`src/rtl/rv_pkg.sv`:
```
// Shared RV32I decode definitions: opcodes, control-bit positions and the ID/EX payload.
package rv_pkg;

    localparam int XLEN   = 32;
    localparam int NREG   = 32;
    localparam int CTRL_W = 10;

    typedef enum logic [6:0] {
        OP_R      = 7'b0110011,
        OP_IMM    = 7'b0010011,
        OP_LOAD   = 7'b0000011,
        OP_STORE  = 7'b0100011,
        OP_BRANCH = 7'b1100011,
        OP_JAL    = 7'b1101111,
        OP_JALR   = 7'b1100111,
        OP_LUI    = 7'b0110111,
        OP_AUIPC  = 7'b0010111
    } opcode_e;

    // Bit positions inside ex_ctrl, MSB first
    localparam int CTRL_REG_WRITE  = 9;
    localparam int CTRL_MEM_READ   = 8;
    localparam int CTRL_MEM_WRITE  = 7;
    localparam int CTRL_MEM_TO_REG = 6;
    localparam int CTRL_ALU_SRC    = 5;
    localparam int CTRL_BRANCH     = 4;
    localparam int CTRL_JAL        = 3;
    localparam int CTRL_JALR       = 2;
    localparam int CTRL_LUI        = 1;
    localparam int CTRL_AUIPC      = 0;

    localparam logic [XLEN-1:0] NOP = 32'h0000_0013;

    typedef struct packed {
        logic [XLEN-1:0]   pc;
        logic [XLEN-1:0]   rs1_val;
        logic [XLEN-1:0]   rs2_val;
        logic [XLEN-1:0]   imm;
        logic [4:0]        rs1;
        logic [4:0]        rs2;
        logic [4:0]        rd;
        logic [2:0]        funct3;
        logic              funct7b5;
        logic [CTRL_W-1:0] ctrl;
    } idex_t;

endpackage

```
`src/rtl/id_stage_if.sv`:
```
// IF/ID inputs, writeback port and ID/EX outputs of the decode stage.
interface id_stage_if;
    import rv_pkg::*;

    logic [XLEN-1:0]   instr;
    logic [XLEN-1:0]   PC_n;
    logic              flush;
    logic              wb_en;
    logic [4:0]        wb_rd;
    logic [XLEN-1:0]   wb_data;
    logic              stall;
    logic [XLEN-1:0]   ex_pc;
    logic [XLEN-1:0]   ex_rs1_val;
    logic [XLEN-1:0]   ex_rs2_val;
    logic [XLEN-1:0]   ex_imm;
    logic [4:0]        ex_rs1;
    logic [4:0]        ex_rs2;
    logic [4:0]        ex_rd;
    logic [2:0]        ex_funct3;
    logic              ex_funct7b5;
    logic [CTRL_W-1:0] ex_ctrl;

    modport master (
        output instr, PC_n, flush, wb_en, wb_rd, wb_data,
        input  stall, ex_pc, ex_rs1_val, ex_rs2_val, ex_imm, ex_rs1, ex_rs2, ex_rd,
               ex_funct3, ex_funct7b5, ex_ctrl
    );

    modport slave (
        input  instr, PC_n, flush, wb_en, wb_rd, wb_data,
        output stall, ex_pc, ex_rs1_val, ex_rs2_val, ex_imm, ex_rs1, ex_rs2, ex_rd,
               ex_funct3, ex_funct7b5, ex_ctrl
    );

endinterface

```
`src/rtl/id_stage_reg_file.sv`:
```
// 32x32 register file: two combinational read ports with write-through bypass, one write port.
module reg_file
    import rv_pkg::*;
(
    input  logic            clk,
    input  logic            reset,
    input  logic [4:0]      rs1_addr,
    input  logic [4:0]      rs2_addr,
    output logic [XLEN-1:0] rs1_data,
    output logic [XLEN-1:0] rs2_data,
    input  logic            wb_en,
    input  logic [4:0]      wb_rd,
    input  logic [XLEN-1:0] wb_data
);

    logic [XLEN-1:0] regs_q [NREG];
    logic [XLEN-1:0] regs_d [NREG];

    always_comb begin
        regs_d = regs_q;
        if (wb_en && wb_rd != 5'd0) begin
            regs_d[wb_rd] = wb_data;
        end
    end

    // NOTE: the array is reset on purpose; a mid-run reset must leave every register reading zero.
    always_ff @(posedge clk or posedge reset) begin
        if (reset) begin
            regs_q <= '{default: '0};
        end else begin
            regs_q <= regs_d;
        end
    end

    assign rs1_data = (rs1_addr == 5'd0)                 ? '0      :
                      (wb_en && wb_rd == rs1_addr)       ? wb_data :
                                                           regs_q[rs1_addr];
    assign rs2_data = (rs2_addr == 5'd0)                 ? '0      :
                      (wb_en && wb_rd == rs2_addr)       ? wb_data :
                                                           regs_q[rs2_addr];

endmodule

```
`src/rtl/id_stage.sv`:
```
// RV32I decode stage: decode, immediates, load-use hazard and the ID/EX pipeline register.
module id_stage
    import rv_pkg::*;
(
    input  logic     clk,
    input  logic     reset,
    id_stage_if.slave bus
);

    logic [6:0]        opcode;
    logic [4:0]        rs1;
    logic [4:0]        rs2;
    logic              rs1_used;
    logic              rs2_used;
    logic [CTRL_W-1:0] ctrl;
    logic [XLEN-1:0]   imm;
    logic [XLEN-1:0]   rs1_val;
    logic [XLEN-1:0]   rs2_val;
    logic              stall;
    idex_t             idex_d;
    idex_t             idex_q;

    assign opcode = bus.instr[6:0];
    assign rs1    = bus.instr[19:15];
    assign rs2    = bus.instr[24:20];

    reg_file u_reg_file (
        .clk      (clk),
        .reset    (reset),
        .rs1_addr (rs1),
        .rs2_addr (rs2),
        .rs1_data (rs1_val),
        .rs2_data (rs2_val),
        .wb_en    (bus.wb_en),
        .wb_rd    (bus.wb_rd),
        .wb_data  (bus.wb_data)
    );

    // NOTE: every output gets a default first so no path through the case infers a latch.
    always_comb begin
        ctrl     = '0;
        imm      = '0;
        rs1_used = 1'b0;
        rs2_used = 1'b0;
        case (opcode)
            OP_R: begin
                ctrl[CTRL_REG_WRITE] = 1'b1;
                rs1_used = 1'b1;
                rs2_used = 1'b1;
            end
            OP_IMM: begin
                ctrl[CTRL_REG_WRITE] = 1'b1;
                ctrl[CTRL_ALU_SRC]   = 1'b1;
                rs1_used = 1'b1;
                imm      = {{20{bus.instr[31]}}, bus.instr[31:20]};
            end
            OP_LOAD: begin
                ctrl[CTRL_REG_WRITE]  = 1'b1;
                ctrl[CTRL_MEM_READ]   = 1'b1;
                ctrl[CTRL_MEM_TO_REG] = 1'b1;
                ctrl[CTRL_ALU_SRC]    = 1'b1;
                rs1_used = 1'b1;
                imm      = {{20{bus.instr[31]}}, bus.instr[31:20]};
            end
            OP_STORE: begin
                ctrl[CTRL_MEM_WRITE] = 1'b1;
                ctrl[CTRL_ALU_SRC]   = 1'b1;
                rs1_used = 1'b1;
                rs2_used = 1'b1;
                imm      = {{20{bus.instr[31]}}, bus.instr[31:25], bus.instr[11:7]};
            end
            OP_BRANCH: begin
                ctrl[CTRL_BRANCH] = 1'b1;
                rs1_used = 1'b1;
                rs2_used = 1'b1;
                imm      = {{19{bus.instr[31]}}, bus.instr[31], bus.instr[7],
                            bus.instr[30:25], bus.instr[11:8], 1'b0};
            end
            OP_JAL: begin
                ctrl[CTRL_REG_WRITE] = 1'b1;
                ctrl[CTRL_JAL]       = 1'b1;
                imm = {{11{bus.instr[31]}}, bus.instr[31], bus.instr[19:12],
                       bus.instr[20], bus.instr[30:21], 1'b0};
            end
            OP_JALR: begin
                ctrl[CTRL_REG_WRITE] = 1'b1;
                ctrl[CTRL_JALR]      = 1'b1;
                ctrl[CTRL_ALU_SRC]   = 1'b1;
                rs1_used = 1'b1;
                imm      = {{20{bus.instr[31]}}, bus.instr[31:20]};
            end
            OP_LUI: begin
                ctrl[CTRL_REG_WRITE] = 1'b1;
                ctrl[CTRL_LUI]       = 1'b1;
                imm = {bus.instr[31:12], 12'b0};
            end
            OP_AUIPC: begin
                ctrl[CTRL_REG_WRITE] = 1'b1;
                ctrl[CTRL_AUIPC]     = 1'b1;
                imm = {bus.instr[31:12], 12'b0};
            end
            default: ;
        endcase
    end

    // Load-use: the load in EX has not produced data yet; a flush cancels the hold.
    always_comb begin
        stall = 1'b0;
        if (!bus.flush && idex_q.ctrl[CTRL_MEM_READ] && idex_q.rd != 5'd0) begin
            stall = (rs1_used && idex_q.rd == rs1) || (rs2_used && idex_q.rd == rs2);
        end
    end

    always_comb begin
        idex_d = '0;
        if (!bus.flush && !stall) begin
            idex_d.pc       = bus.PC_n - XLEN'(4);
            idex_d.rs1_val  = rs1_val;
            idex_d.rs2_val  = rs2_val;
            idex_d.imm      = imm;
            idex_d.rs1      = rs1;
            idex_d.rs2      = rs2;
            idex_d.rd       = bus.instr[11:7];
            idex_d.funct3   = bus.instr[14:12];
            idex_d.funct7b5 = bus.instr[30];
            idex_d.ctrl     = ctrl;
        end
    end

    always_ff @(posedge clk or posedge reset) begin
        if (reset) begin
            idex_q <= '0;
        end else begin
            idex_q <= idex_d;
        end
    end

    assign bus.stall       = stall;
    assign bus.ex_pc       = idex_q.pc;
    assign bus.ex_rs1_val  = idex_q.rs1_val;
    assign bus.ex_rs2_val  = idex_q.rs2_val;
    assign bus.ex_imm      = idex_q.imm;
    assign bus.ex_rs1      = idex_q.rs1;
    assign bus.ex_rs2      = idex_q.rs2;
    assign bus.ex_rd       = idex_q.rd;
    assign bus.ex_funct3   = idex_q.funct3;
    assign bus.ex_funct7b5 = idex_q.funct7b5;
    assign bus.ex_ctrl     = idex_q.ctrl;

endmodule

```
`src/flat_wrapper.sv`:
```
// flat-port wrapper written by rule: the top's interface ports become plain ports
module id_stage_flat import rv_pkg::*;
  (clk, reset, bus_instr, bus_PC_n, bus_flush, bus_wb_en, bus_wb_rd, bus_wb_data, bus_stall, bus_ex_pc, bus_ex_rs1_val, bus_ex_rs2_val, bus_ex_imm, bus_ex_rs1, bus_ex_rs2, bus_ex_rd, bus_ex_funct3, bus_ex_funct7b5, bus_ex_ctrl);
  id_stage_if bus_i ();
  input  logic clk;
  input  logic reset;
  input wire logic [$bits(bus_i.instr)-1:0] bus_instr;
  input wire logic [$bits(bus_i.PC_n)-1:0] bus_PC_n;
  input wire logic [$bits(bus_i.flush)-1:0] bus_flush;
  input wire logic [$bits(bus_i.wb_en)-1:0] bus_wb_en;
  input wire logic [$bits(bus_i.wb_rd)-1:0] bus_wb_rd;
  input wire logic [$bits(bus_i.wb_data)-1:0] bus_wb_data;
  output wire logic [$bits(bus_i.stall)-1:0] bus_stall;
  output wire logic [$bits(bus_i.ex_pc)-1:0] bus_ex_pc;
  output wire logic [$bits(bus_i.ex_rs1_val)-1:0] bus_ex_rs1_val;
  output wire logic [$bits(bus_i.ex_rs2_val)-1:0] bus_ex_rs2_val;
  output wire logic [$bits(bus_i.ex_imm)-1:0] bus_ex_imm;
  output wire logic [$bits(bus_i.ex_rs1)-1:0] bus_ex_rs1;
  output wire logic [$bits(bus_i.ex_rs2)-1:0] bus_ex_rs2;
  output wire logic [$bits(bus_i.ex_rd)-1:0] bus_ex_rd;
  output wire logic [$bits(bus_i.ex_funct3)-1:0] bus_ex_funct3;
  output wire logic [$bits(bus_i.ex_funct7b5)-1:0] bus_ex_funct7b5;
  output wire logic [$bits(bus_i.ex_ctrl)-1:0] bus_ex_ctrl;
  assign bus_i.instr = bus_instr;
  assign bus_i.PC_n = bus_PC_n;
  assign bus_i.flush = bus_flush;
  assign bus_i.wb_en = bus_wb_en;
  assign bus_i.wb_rd = bus_wb_rd;
  assign bus_i.wb_data = bus_wb_data;
  assign bus_stall = bus_i.stall;
  assign bus_ex_pc = bus_i.ex_pc;
  assign bus_ex_rs1_val = bus_i.ex_rs1_val;
  assign bus_ex_rs2_val = bus_i.ex_rs2_val;
  assign bus_ex_imm = bus_i.ex_imm;
  assign bus_ex_rs1 = bus_i.ex_rs1;
  assign bus_ex_rs2 = bus_i.ex_rs2;
  assign bus_ex_rd = bus_i.ex_rd;
  assign bus_ex_funct3 = bus_i.ex_funct3;
  assign bus_ex_funct7b5 = bus_i.ex_funct7b5;
  assign bus_ex_ctrl = bus_i.ex_ctrl;
  id_stage u_core (.clk(clk), .reset(reset), .bus(bus_i));
endmodule
```
`config.mk`:
```
export PLATFORM = sky130hd
export DESIGN_NAME = id_stage_flat
export DESIGN_NICKNAME = d
export VERILOG_FILES = /design/src/rtl/rv_pkg.sv /design/src/rtl/id_stage_if.sv /design/src/rtl/id_stage_reg_file.sv /design/src/rtl/id_stage.sv /design/src/flat_wrapper.sv
export SDC_FILE = /design/constraint.sdc
export NUM_CORES = 2
export LEC_CHECK = 0
export CORE_ASPECT_RATIO = 1.2
export CORE_MARGIN = 2
export CORE_UTILIZATION = 55
export CTS_CLUSTER_DIAMETER = 50
export CTS_CLUSTER_SIZE = 16
export DETAILED_ROUTE_END_ITERATION = 6
export DONT_BUFFER_PORTS = 1
export PLACE_DENSITY_LB_ADDON = 0.25
export REMOVE_ABC_BUFFERS = 1
export SKIP_CTS_REPAIR_TIMING = 1
export SLEW_MARGIN = 20
export SYNTH_ARGS = -nofsm -noshare
export SYNTH_HDL_FRONTEND = slang
export SYNTH_SLANG_ARGS = --single-unit
```
`constraint.sdc`:
```
create_clock -name clk -period 42.6 [get_ports clk]
set_clock_uncertainty 0.15 [all_clocks]
set_input_delay 4.26 -clock clk [delete_from_list [all_inputs] [get_ports clk]]
set_output_delay 4.26 -clock clk [all_outputs]
set_load 0.03 [all_outputs]
```
==> results.yml <==
run_status:
  status: "completed"
floorplanning:
  floorplan.initialDensity: 0.553
  die_area_um2: 113000
  design.core.area_um2: 109000
  die_w_um: 307
  rows: 133
  die_h_um: 367
  io_pins: 263
timing:
  max_freq_mhz: 93.0
  worst_slack_ps: 31850
  tns_ps: 0
  hold_ws_ps: 245
  slew_viol_final: 0
  max_slew_margin: 0.298
  final.min_clock_period_ps: 10750
  setup_violations: 0
  tightestPinTransition_ps: 1040
  rsz0062_at_grt: "false"
  final_hold_viol_count: 0
  period_share: 0.252
placement:
  dp_hpwl_um: 93700
  gp_congestion: 0.840
  io_buffers: 0
  post-place-ws_ps: 32270
synth:
  synth_cell_type_count: 59
  synth.avg_cell_area_um2: 14.1
  async_flop_share: 1.00
  synth_warnings: 0
  yosysSeqAreaShare: 0.488
  netlist_instances: 4289
  ys.flop_type: "dfrtp_1"
  synthesis.area_um2: 60500
  ys_seq_elements: 1180
  synth_edf_count: 0
final_layout:
  drive_gt1_frac: 0.436
  final_nets: 4109
  area_delta_synth_final_pct: 7.56
grt:
  globalRouteTotalUtil: 0.311
  antenna_found_initial: 2
  grt_pass1_vias: 39900
  grt_max_degree: 354
  grt_pass1_wl_um: 261000
  overflow: 0
clock_tree:
  clockBufferDepth: 3
  h-tree-depth: 3
  numCtsBuffers: 112
  path_clk_slew_ps: 60
  clock-root-buffer: "clkbuf_16"
  clock-sinks: 1180
  clkLatencyLatePin_ps: 730
  cts_tree: "done"
pwr:
  vdd.ir_drop.worst_v: 0.0000322
  power_mw: 3.06
  pwr_density_cell_nw_per_um2: 47.0
  leakagePower_nw: 27.7
setup_path:
  start_kind: "input pin"
  cp-end-kind: "output port"
  path_max_fanout: 353
  cp_data_arrival_time_ps: 6340
  required_ps: 38190
  critPathKind: "in -> out"
routing:
  drc_errors: 0
  drtIter0Drc: 3204
  routedWlPerCell_um: 31.5
  vias: 38200
  wirelength_um: 174000
  ant_nets: 0
  vias_per_cell: 6.93
  firstDrtPassIters: 7
hold_path:
  worstHoldPathType: "reg -> reg"
job:
  maxCapViolations: 0
==> logic make-up after synthesis <==
kind of cell / count (synthesis) / share of synthesized area
AOI/OAI and AO/OA: 364 / 0.0444
adders and majority gates: 1 / 0.000207
muxes: 1570 / 0.373
buffers and inverters: 495 / 0.0340
and+or+nand+nor: 633 / 0.0537
DFF: 1180 / 0.488
xor gates and xnor gates: 46 / 0.00666
==> report_power, final <==
group          internal [mW]  total (mW)  switching, mW
logic                  0.327       0.500          0.173
registers               1.31        1.47          0.158
clock network          0.605        1.08          0.479
total                   2.25        3.06          0.811
==> final cells by class <==
cell class,count,area (um^2)
sequential,1180,29500
tap,1417,1770
fill,8293,44300
inverter,25,101
clock buffer,127,3000
multi-input combinational,2614,29100
clock inverter,77,971
timing repair buffer,70,554
antenna,1,2.50
==> worst paths after layout <==
| path | from | end | slack (ps) | cells after the start |
|---|---|---|---|---|
| min in group asynchronous | reset | u_core.u_reg_file.regs_q[884]$_DFFE_PP0P_ | 3370 | 1 |
| max in group asynchronous | reset | u_core.u_reg_file.regs_q[856]$_DFFE_PP0P_ | 35300 | 5 |
| min reg2reg | u_core.u_reg_file.regs_q[1009]$_DFFE_PP0P_ | u_core.u_reg_file.regs_q[1009]$_DFFE_PP0P_ | 240 | 0 |
| min | u_core.u_reg_file.regs_q[1009]$_DFFE_PP0P_ | u_core.u_reg_file.regs_q[1009]$_DFFE_PP0P_ | 240 | 0 |
| max | bus_instr[21] | bus_stall | 31850 | 4 |
| max reg2reg | u_core.bus.ex_rd[0]$_DFF_PP0_ | u_core.bus.ex_pc[26]$_DFF_PP0_ | 39390 | 6 |
==> flip-flops by register name, indices dropped and copies added, names as in the netlist <==
signal	cells
u_core.u_reg_file.regs_q	1024
u_core.bus.ex_imm	32
u_core.bus.ex_pc	32
u_core.bus.ex_rs1_val	32
u_core.bus.ex_rs2_val	32
u_core.bus.ex_ctrl	9
u_core.bus.ex_rd	5
u_core.bus.ex_rs1	5
u_core.bus.ex_rs2	5
u_core.bus.ex_funct3	3
u_core.bus.ex_funct7b5	1
==> cell usage after synthesis (68+ instances only) <==
master / n / share of area
nor2b_1: 125 / 0.013
dfrtp_1: 1180 / 0.49
mux2i_1: 128 / 0.021
clkbuf_1: 257 / 0.016
mux4_2: 447 / 0.17
nor3_1: 138 / 0.011
buf_1: 72 / 0.0045
a211oi_1: 126 / 0.016
buf_2: 132 / 0.011
nor2_1: 208 / 0.013
mux2_2: 995 / 0.19
a22oi_1: 68 / 0.0084
==> critical path, cell delays in order <==
cell and delay (ps):
xnor2_1 450, nand4_1 160, a2bb2oi_2 220, nor2_1 790
==> cell usage in the layout (no fill, tap or decap), types with 4 or more instances in the layout <==
master         n
inv_1         20
mux2i_1      128
buf_4         67
clkbuf_16    116
clkbuf_8       6
nor4_1        15
nand4_1        6
inv_6         20
nand2_2       21
bufinv_16     14
a211oi_1     126
mux2_2       995
inv_2          4
mux4_2       447
nor2_4        16
nor4bb_1       5
or4_1          7
xnor2_1       21
o41ai_1       63
xor2_1        25
inv_8          9
a21oi_1       27
clkinvlp_4    11
nand3_1       11
nor2b_1      125
a22oi_1       68
nor3b_1        9
nor2_1       192
and3_2         4
clkinv_4      13
nand2_1       37
nand3b_1       7
clkinv_2       8
dfrtp_1     1180
nor3_1       138
clkbuf_1       5
o22ai_1       63
==> per-layer routing <==
layer  up-vias  GRT usage  wire, um
met2      1467      0.527     86800
met1     20600      0.386     65800
met5         -          0        26
met4         4      0.149      8970
met3       430     0.0575     11900
li1      15700          -         -
==> stage by stage <==
step                      utilization  area (um^2)  instances
final                           0.595        65100       5511
after global placement          0.559        61100       5306
after CTS                       0.595        65100       5510
after floorplan                     -        58500       3819
after detailed placement        0.559        61100       5306
after global routing            0.595        65100       5510
No activity file was read; power rests on OpenSTA's default activity.
